[src/rtl/mem_arbiter_if.sv]
// Bundle between the I/D cache miss requesters and the shared-memory arbiter.
// Ports: i/d request+address in, ready pulses, mem_read/mem_addr, grant_id, busy out.
interface mem_arbiter_if #(
   parameter int ADDR_W = 15
);
   logic              i_req;
   logic [ADDR_W-1:0] i_addr;
   logic              d_req;
   logic [ADDR_W-1:0] d_addr;
   logic              i_ready;
   logic              d_ready;
   logic              mem_read;
   logic [ADDR_W-1:0] mem_addr;
   logic              grant_id;
   logic              busy;

   modport master (
      output i_req, i_addr, d_req, d_addr,
      input  i_ready, d_ready, mem_read, mem_addr, grant_id, busy
   );

   modport slave (
      input  i_req, i_addr, d_req, d_addr,
      output i_ready, d_ready, mem_read, mem_addr, grant_id, busy
   );
endinterface

[src/rtl/mem_arbiter.sv]
// Round-robin arbiter giving I and D cache misses turns on one main memory.
// Ports: clk, rst (async active-low), bus (mem_arbiter_if.slave).
module mem_arbiter #(
   parameter int ADDR_W      = 15,
   parameter int MEM_LATENCY = 4
) (
   input logic          clk,
   input logic          rst,
   mem_arbiter_if.slave bus
);
   localparam int CNT_W = $clog2(MEM_LATENCY) + 1;
   localparam logic [CNT_W-1:0] LOAD = CNT_W'(MEM_LATENCY - 1);

   typedef enum logic [1:0] {
      IDLE,
      BUSY,
      DONE
   } state_t;

   state_t            state;
   state_t            state_nxt;
   logic [CNT_W-1:0]  cnt;
   logic              grant;
   logic              grant_nxt;
   logic [ADDR_W-1:0] addr;
   logic              take;

   assign take = (state == IDLE) && (bus.i_req || bus.d_req);

   // Tie goes to whoever was not served last; reset value 1 hands the
   // first tie to I.
   always_comb begin
      grant_nxt = grant;
      unique case (1'b1)
         (bus.i_req && bus.d_req):  grant_nxt = ~grant;
         (bus.i_req && !bus.d_req): grant_nxt = 1'b0;
         (!bus.i_req && bus.d_req): grant_nxt = 1'b1;
         default:                   grant_nxt = grant;
      endcase
   end

   always_ff @(posedge clk or negedge rst) begin
      if (!rst) state <= IDLE;
      else      state <= state_nxt;
   end

   // Counter is loaded with LATENCY-1 so BUSY spans LATENCY cycles,
   // leaving the state on the cycle the counter reads zero.
   always_ff @(posedge clk or negedge rst) begin
      if (!rst) begin
         cnt   <= '0;
         grant <= 1'b1;
         addr  <= '0;
      end else if (take) begin
         cnt   <= LOAD;
         grant <= grant_nxt;
         addr  <= grant_nxt ? bus.d_addr : bus.i_addr;
      end else if (state == BUSY && cnt != '0) begin
         cnt <= cnt - CNT_W'(1);
      end
   end

   always_comb begin
      state_nxt = state;
      unique case (state)
         IDLE:    if (take) state_nxt = BUSY;
         BUSY:    if (cnt == '0) state_nxt = DONE;
         DONE:    state_nxt = IDLE;
         default: state_nxt = IDLE;
      endcase
   end

   always_comb begin
      bus.mem_read = (state != IDLE);
      bus.busy     = (state != IDLE);
      bus.i_ready  = (state == DONE) && !grant;
      bus.d_ready  = (state == DONE) && grant;
      bus.grant_id = grant;
      bus.mem_addr = addr;
   end
endmodule

[src/flat_wrapper.sv]
// flat-port wrapper written by rule: the top's interface ports become plain ports
module mem_arbiter_flat 
#(
   parameter int ADDR_W      = 15,
   parameter int MEM_LATENCY = 4
)
  (clk, rst, bus_i_req, bus_i_addr, bus_d_req, bus_d_addr, bus_i_ready, bus_d_ready, bus_mem_read, bus_mem_addr, bus_grant_id, bus_busy);
  mem_arbiter_if #(.ADDR_W(ADDR_W)) bus_i ();
  input logic clk;
  input logic rst;
  input wire logic [$bits(bus_i.i_req)-1:0] bus_i_req;
  input wire logic [$bits(bus_i.i_addr)-1:0] bus_i_addr;
  input wire logic [$bits(bus_i.d_req)-1:0] bus_d_req;
  input wire logic [$bits(bus_i.d_addr)-1:0] bus_d_addr;
  output wire logic [$bits(bus_i.i_ready)-1:0] bus_i_ready;
  output wire logic [$bits(bus_i.d_ready)-1:0] bus_d_ready;
  output wire logic [$bits(bus_i.mem_read)-1:0] bus_mem_read;
  output wire logic [$bits(bus_i.mem_addr)-1:0] bus_mem_addr;
  output wire logic [$bits(bus_i.grant_id)-1:0] bus_grant_id;
  output wire logic [$bits(bus_i.busy)-1:0] bus_busy;
  assign bus_i.i_req = bus_i_req;
  assign bus_i.i_addr = bus_i_addr;
  assign bus_i.d_req = bus_d_req;
  assign bus_i.d_addr = bus_d_addr;
  assign bus_i_ready = bus_i.i_ready;
  assign bus_d_ready = bus_i.d_ready;
  assign bus_mem_read = bus_i.mem_read;
  assign bus_mem_addr = bus_i.mem_addr;
  assign bus_grant_id = bus_i.grant_id;
  assign bus_busy = bus_i.busy;
  mem_arbiter #(.ADDR_W(ADDR_W), .MEM_LATENCY(MEM_LATENCY)) u_core (.clk(clk), .rst(rst), .bus(bus_i));
endmodule
[config.mk]
export PLATFORM = sky130hd
export DESIGN_NAME = mem_arbiter_flat
export DESIGN_NICKNAME = d
export VERILOG_FILES = /design/src/rtl/mem_arbiter_if.sv /design/src/rtl/mem_arbiter.sv /design/src/flat_wrapper.sv
export SDC_FILE = /design/constraint.sdc
export NUM_CORES = 1
export LEC_CHECK = 0
export ABC_AREA = 1
export CAP_MARGIN = 20
export CORE_UTILIZATION = 46
export DETAILED_ROUTE_END_ITERATION = 10
export PLACE_DENSITY = 0.9
export SKIP_CTS_REPAIR_TIMING = 1
export SYNTH_ARGS = -nofsm -noshare
export SYNTH_HDL_FRONTEND = slang
export SYNTH_SLANG_ARGS = --single-unit
[constraint.sdc]
create_clock -name clk -period 2.6 [get_ports clk]
set_input_delay 0.39 -clock clk [delete_from_list [all_inputs] [get_ports clk]]
set_output_delay 0.39 -clock clk [all_outputs]
set_load 0.005 [all_outputs]
==> impl_results.md, run 1 <==
- IO Count: 54
- Remaining antenna violation count: 0
- Setup_tns: 0 ns
- Crit path capture type: output port
- Most frequent cells after synthesis: nand2_1 (40), nand3_1 (26), inv_1 (24), dfrtp_1 (20), nand3b_1 (15)
- Post-DR wirelength/cell: 12.5 µm
- Max-slew headroom: 40.3%
- Largest net degree at the start of global routing: 22
- Pwr Total: 1.82 mW
- Critical path's slowest cell: dfstp_2
- TritonCTS Buffers: 3
- Period utilization: 78.2%
- RSZ-0062 raised after global routing: false
- Arr. time, crit path: 1.64 ns
- Die H: 55.7 µm
- Startpoint Class: flip-flop
- Critical Path Max Stage Delay: 0.60 ns
- Final instance area: 1860 µm²
- Cell count after placement: 241
- Vias/cell: 5.04
- Least-Margin Pin Slew: 0.892 ns
- CTS H-tree lvls: 1
- Clk slew on worst S/H paths: 0.12 ns
- Hold slack: 0.493 ns
- Die area: 3100 µm²
- Total GRT Usage: 20.8%
- Iteration-0 DRC count of the detailed router: 30
- Hold wc startpoint: u_core.bus.mem_addr[9]$_DFFE_PN0P_
- Sw Ratio: 41.3%
- Reg2reg start: u_core.bus.grant_id$_DFFE_PN1P_
- TritonCTS clock tree: built
- Final critical-path required period: 2.03 ns
- Antenna violations before repair: 0
- Crit-path max FO: 5
- Clk root buf: clkbuf_4
- Max Cap Viol: 0
- Max VDD drop: 0.000653 V
- Area grow syn2layout: 39.9%
- Syn Area/Cell: 8.09 µm²
- DRC: 0
- Mapped Nets: 200
- Worst path bufs/invs: 2
- Switching pwr: 0.751 mW
- Worst EP required: 2.21 ns
- Post-synth cell types: 21
- Final setup vio count: 0
- Status: completed
- # clock sinks: 21
- Fin worst setup slack: 0.567 ns
- Synth Warn #: 0
- Fmax: 492 MHz
- Vias post-DR: 1235
- Most numerous cell in the Yosys netlist: nand2_1
- Post-Layout Cell Count: 245
- Clk pwr share: 8.6%
- Clock buffer depth: 2
- Core box area: 2730 µm²
- Cell count after synthesis: 164
- Setup WS pre-CTS: 0.895 ns
- Worst Setup Path Type: flip-flop to output port
- Clock skew: 0.00883 ns
- CP delay by family, top: flip-flops
- GP Congestion: 0.775
- Row cnt: 19
- NumNets Final: 251
- Post-synth top area cell: dfrtp_1
- Initial Utilization: 48.6%
- Routed WL: 3060 µm
- Hold Crit Class: flip-flop to flip-flop
- Top_reg_cell synth: dfrtp_1
- Vias in the first global route: 1195
- Leakage: 0.920 nW
- Final Util: 67.9%
- Die width: 55.7 µm
- Register area share after synthesis: 39.7%
- Pins Over Slew Limit: 0
- Post-synth EDFFs: 0
- Share of post-route cells with drive strength above 1: 11.7%
- First-pass GRT wire length: 5090 µm
- GR Overflow Total: 0
- Area contributors post-synth: dfrtp_1 (38%), nand2_1 (11%), nand3_1 (9.8%), nand3b_1 (8.5%), nand3_2 (7.5%)
- P_int: 1.07 mW
- Seq pwr share: 33.1%
- Logic gate share of total power: 58.3%
- First-pass detailed-route iteration total: 4
- Port bufs: 53
- Seq cells post-synth: 21
- Placed cell area: 1830 µm²
- Synthesized area: 1330 µm²
- Synth top area share: 37.7%
- Antenna cell count: 0
- Ys async rst share: 100%
- Power Dens Cells: 978 nW/µm²
- Critical Path Source: u_core.bus.grant_id$_DFFE_PN1P_
- Final hold violations: 0
- Dpl hpwl: 2310 µm
- Latest clock arrival within the worst-skew pair: 0.31 ns
- Cell breakdown of the critical path: inv_2, nor3_1, clkdlybuf4s50_1
- R2R setup slack: 1.28 ns
## power by group through the flow
stage	sequential (mW)	clock (mW)	combinational (mW)
floorplan	0.602	0	0.655
CTS	0.599	0.160	1.07
global route	0.619	0.174	1.18
detailed placement	0.606	0	1.07
finish	0.600	0.157	1.06
global placement	0.598	0	1.03
## layer usage
metal,track usage [%],up-vias,share of wire (%),wire length [µm]
li1,-,621,-,-
met1,23.2,586,41,1250
met2,38.6,21,55,1680
met3,4.65,7,2.8,85
met4,7.50,0,1.2,38
met5,0,-,0,0
## area by class of cell
cell class	instances	area, µm²
clock buffer	3	22.5
inverter	25	93.8
tap	31	38.8
multi-input combinational	110	632
timing repair buffer	54	538
clock inverter	1	5.00
fill	209	877
sequential	21	527
## placed cells by master (no fill, tap or decap), drive strengths merged
master / synthesis / final
clkdlybuf4s50: 0 / 53
nand2: 45 / 45
nand3: 36 / 36
inv: 25 / 25
dfrtp: 20 / 20
nand3b: 15 / 15
nor2: 8 / 8
clkbuf: 0 / 3
nor3: 2 / 2
ha: 2 / 2
o21ai: 2 / 2
clkinv: 0 / 1
buf: 8 / 1
dfstp: 1 / 1
## worst min-delay path, cell delays in order (launching register included)
cell     delay, ns
dfrtp_1       0.36
nand2_1       0.05
nand2_1       0.05
## final timing paths
check,end,cells past startpoint
setup / recovery,bus_d_ready,3
hold / removal,u_core.bus.mem_addr[9]$_DFFE_PN0P_,2
setup reg to reg,u_core.bus.mem_addr[10]$_DFFE_PN0P_,5
hold reg to reg,u_core.bus.mem_addr[9]$_DFFE_PN0P_,2
max in group asynchronous,u_core.bus.mem_addr[4]$_DFFE_PN0P_,1
min in group asynchronous,u_core.bus.mem_addr[2]$_DFFE_PN0P_,1
## cells by family after synthesis
family                     after synthesis  share of synthesized area [%]
AOI/OAI and AO/OA                        2                           1.04
adders and majority gates                2                           1.88
buffers and inverters                   33                           12.7
DFF                                     21                           39.7
and+or+nand+nor                        106                           44.7
## state kept, by name, summed over array words and instances, names as in the netlist
register,cells
u_core.cnt,3
u_core.bus.mem_addr,15
u_core.state,2
u_core.bus.grant_id,1
Power figures use the tool's default switching activity.
==> run 2: changes to the inputs <==
--- a/config.mk
+++ b/config.mk
@@ -7,9 +7,9 @@
 export LEC_CHECK = 0
 export ABC_AREA = 1
 export CAP_MARGIN = 20
-export CORE_UTILIZATION = 46
+export CORE_UTILIZATION = 43
 export DETAILED_ROUTE_END_ITERATION = 10
-export PLACE_DENSITY = 0.9
+export PLACE_DENSITY = 0.85
 export SKIP_CTS_REPAIR_TIMING = 1
 export SYNTH_ARGS = -nofsm -noshare
 export SYNTH_HDL_FRONTEND = slang
==> constraint.sdc (replaced) <==
create_clock -name clk -period 1.9 [get_ports clk]
set_input_delay 0.285 -clock clk [delete_from_list [all_inputs] [get_ports clk]]
set_output_delay 0.285 -clock clk [all_outputs]
set_load 0.005 [all_outputs]
==> impl_results.md, run 2 (same netlist as run 1, synthesis figures left out) <==
- IO Count: 54
- Seq pwr share: 33.3%
- Clk slew on worst S/H paths: 0.12 ns
- GP Congestion: 0.789
- Max reg flops: 15
- Multi-input gate area in the final layout: 632 µm²
- Reg2reg start: u_core.bus.grant_id$_DFFE_PN1P_
- Leakage: 0.941 nW
- Clk root buf: clkbuf_4
- Clock buffer depth: 2
- Routed WL: 3080 µm
- Vias/cell: 5.00
- Area grow syn2layout: 40.5%
- Die H: 57.6 µm
- Total GRT Usage: 20.3%
- Worst Setup Path Type: flip-flop to output port
- Hold slack: 0.295 ns
- Max Cap Viol: 0
- Row cnt: 19
- TritonCTS Buffers: 3
- P_int: 1.46 mW
- RSZ-0062 raised after global routing: false
- Switching pwr: 1.01 mW
- Crit-path max FO: 6
- Setup_tns: 0 ns
- TritonCTS clock tree: built
- First-pass detailed-route iteration total: 7
- Startpoint Class: flip-flop
- First-pass GRT wire length: 5180 µm
- Hold Crit Class: input port to async pin
- Die area: 3310 µm²
- Vias in the first global route: 1169
- Largest net degree at the start of global routing: 22
- Port bufs: 53
- Iteration-0 DRC count of the detailed router: 37
- Worst EP required: 1.62 ns
- Share of post-route cells with drive strength above 1: 11.6%
- GR Overflow Total: 0
- Period utilization: 93.2%
- Die width: 57.6 µm
- Failing checks: design-rule violations
- Arr. time, crit path: 1.49 ns
- Antenna cell count: 0
- Post-DR wirelength/cell: 12.5 µm
- Fmax: 565 MHz
- Max VDD drop: 0.000675 V
- Final instance area: 1870 µm²
- Placed cell area: 1840 µm²
- Fillers: 238
- Sw Ratio: 40.8%
- Vias post-DR: 1229
- Antenna violations before repair: 0
- Fin worst setup slack: 0.129 ns
- Final setup vio count: 0
- Logic gate share of total power: 57.8%
- Latest clock arrival within the worst-skew pair: 0.31 ns
- Clk pwr share: 8.9%
- CTS H-tree lvls: 1
- Core box area: 2830 µm²
- Max-slew headroom: 77.8%
- Dpl hpwl: 2210 µm
- Pins Over Slew Limit: 0
- Power Dens Cells: 1320 nW/µm²
- # clock sinks: 21
- Sequential cell area: 527 µm²
- Remaining antenna violation count: 0
- Status: complete, but fails checks
- Initial Utilization: 46.9%
- DRC: 1
- Least-Margin Pin Slew: 0.333 ns
- Commonest cells after routing, fill and taps aside: clkdlybuf4s50_1 (52), nand2_1 (40), nand3_1 (26), inv_1 (24), dfrtp_1 (20)
- Clock skew: 0.0108 ns
- Final critical-path required period: 1.77 ns
- Critical Path Source: u_core.state[0]$_DFFE_PN0P_
- NumNets Final: 252
- Setup WS pre-CTS: 0.317 ns
- Final hold violations: 0
- Crit path capture type: output port
- Most common cell after layout, fill and taps aside: clkdlybuf4s50_1
- R2R setup slack: 0.62 ns
## run 2: worst max-delay path, cell delays in order, from the launching register on
cell and delay, ns:
dfrtp_1 0.45, nor3_1 0.21, clkdlybuf4s50_1 0.53
## run 2: stage by stage
stage	std cells	utilization [%]	total power [mW]
after floorplan	164	-	1.72
after global placement	242	64.9	2.23
after detailed placement	242	64.9	2.27
after CTS	246	65.9	2.50
after global routing	246	65.9	2.70
final	246	65.9	2.47
## run 2: per-layer routing
metal	up-vias	track usage [%]	share of wire, %
met2	36	35.2	50
met1	568	25.2	44
met3	4	3.63	5.2
met5	-	0	0
met4	0	7.32	0.97
li1	621	-	-
## run 2: final timing paths
path | end | depth (start not counted)
setup / recovery | bus_i_ready | 2
hold / removal | u_core.bus.mem_addr[12]$_DFFE_PN0P_ | 2
setup reg to reg | u_core.bus.mem_addr[6]$_DFFE_PN0P_ | 5
hold reg to reg | u_core.bus.mem_addr[9]$_DFFE_PN0P_ | 2
max in group asynchronous | u_core.bus.grant_id$_DFFE_PN1P_ | 2
min in group clk | u_core.bus.mem_addr[9]$_DFFE_PN0P_ | 2
## run 2: cell type report
class / count / share of cell area, %
Clock buffer: 4 / 1.41
Tap cell: 31 / 2.08
Sequential cell: 21 / 28.2
Inverter: 25 / 5.03
Timing Repair Buffer: 55 / 29.4
Multi-Input combinational cell: 110 / 33.9
## run 2: power by group through the flow
stage / sequential, mW / combinational, mW / clock [mW]
2_1_floorplan: 0.824 / 0.896 / 0
3_3_place_gp: 0.824 / 1.41 / 0
3_5_place_dp: 0.828 / 1.44 / 0
4_1_cts: 0.825 / 1.45 / 0.224
5_1_grt: 0.854 / 1.59 / 0.247
6_report: 0.822 / 1.43 / 0.219
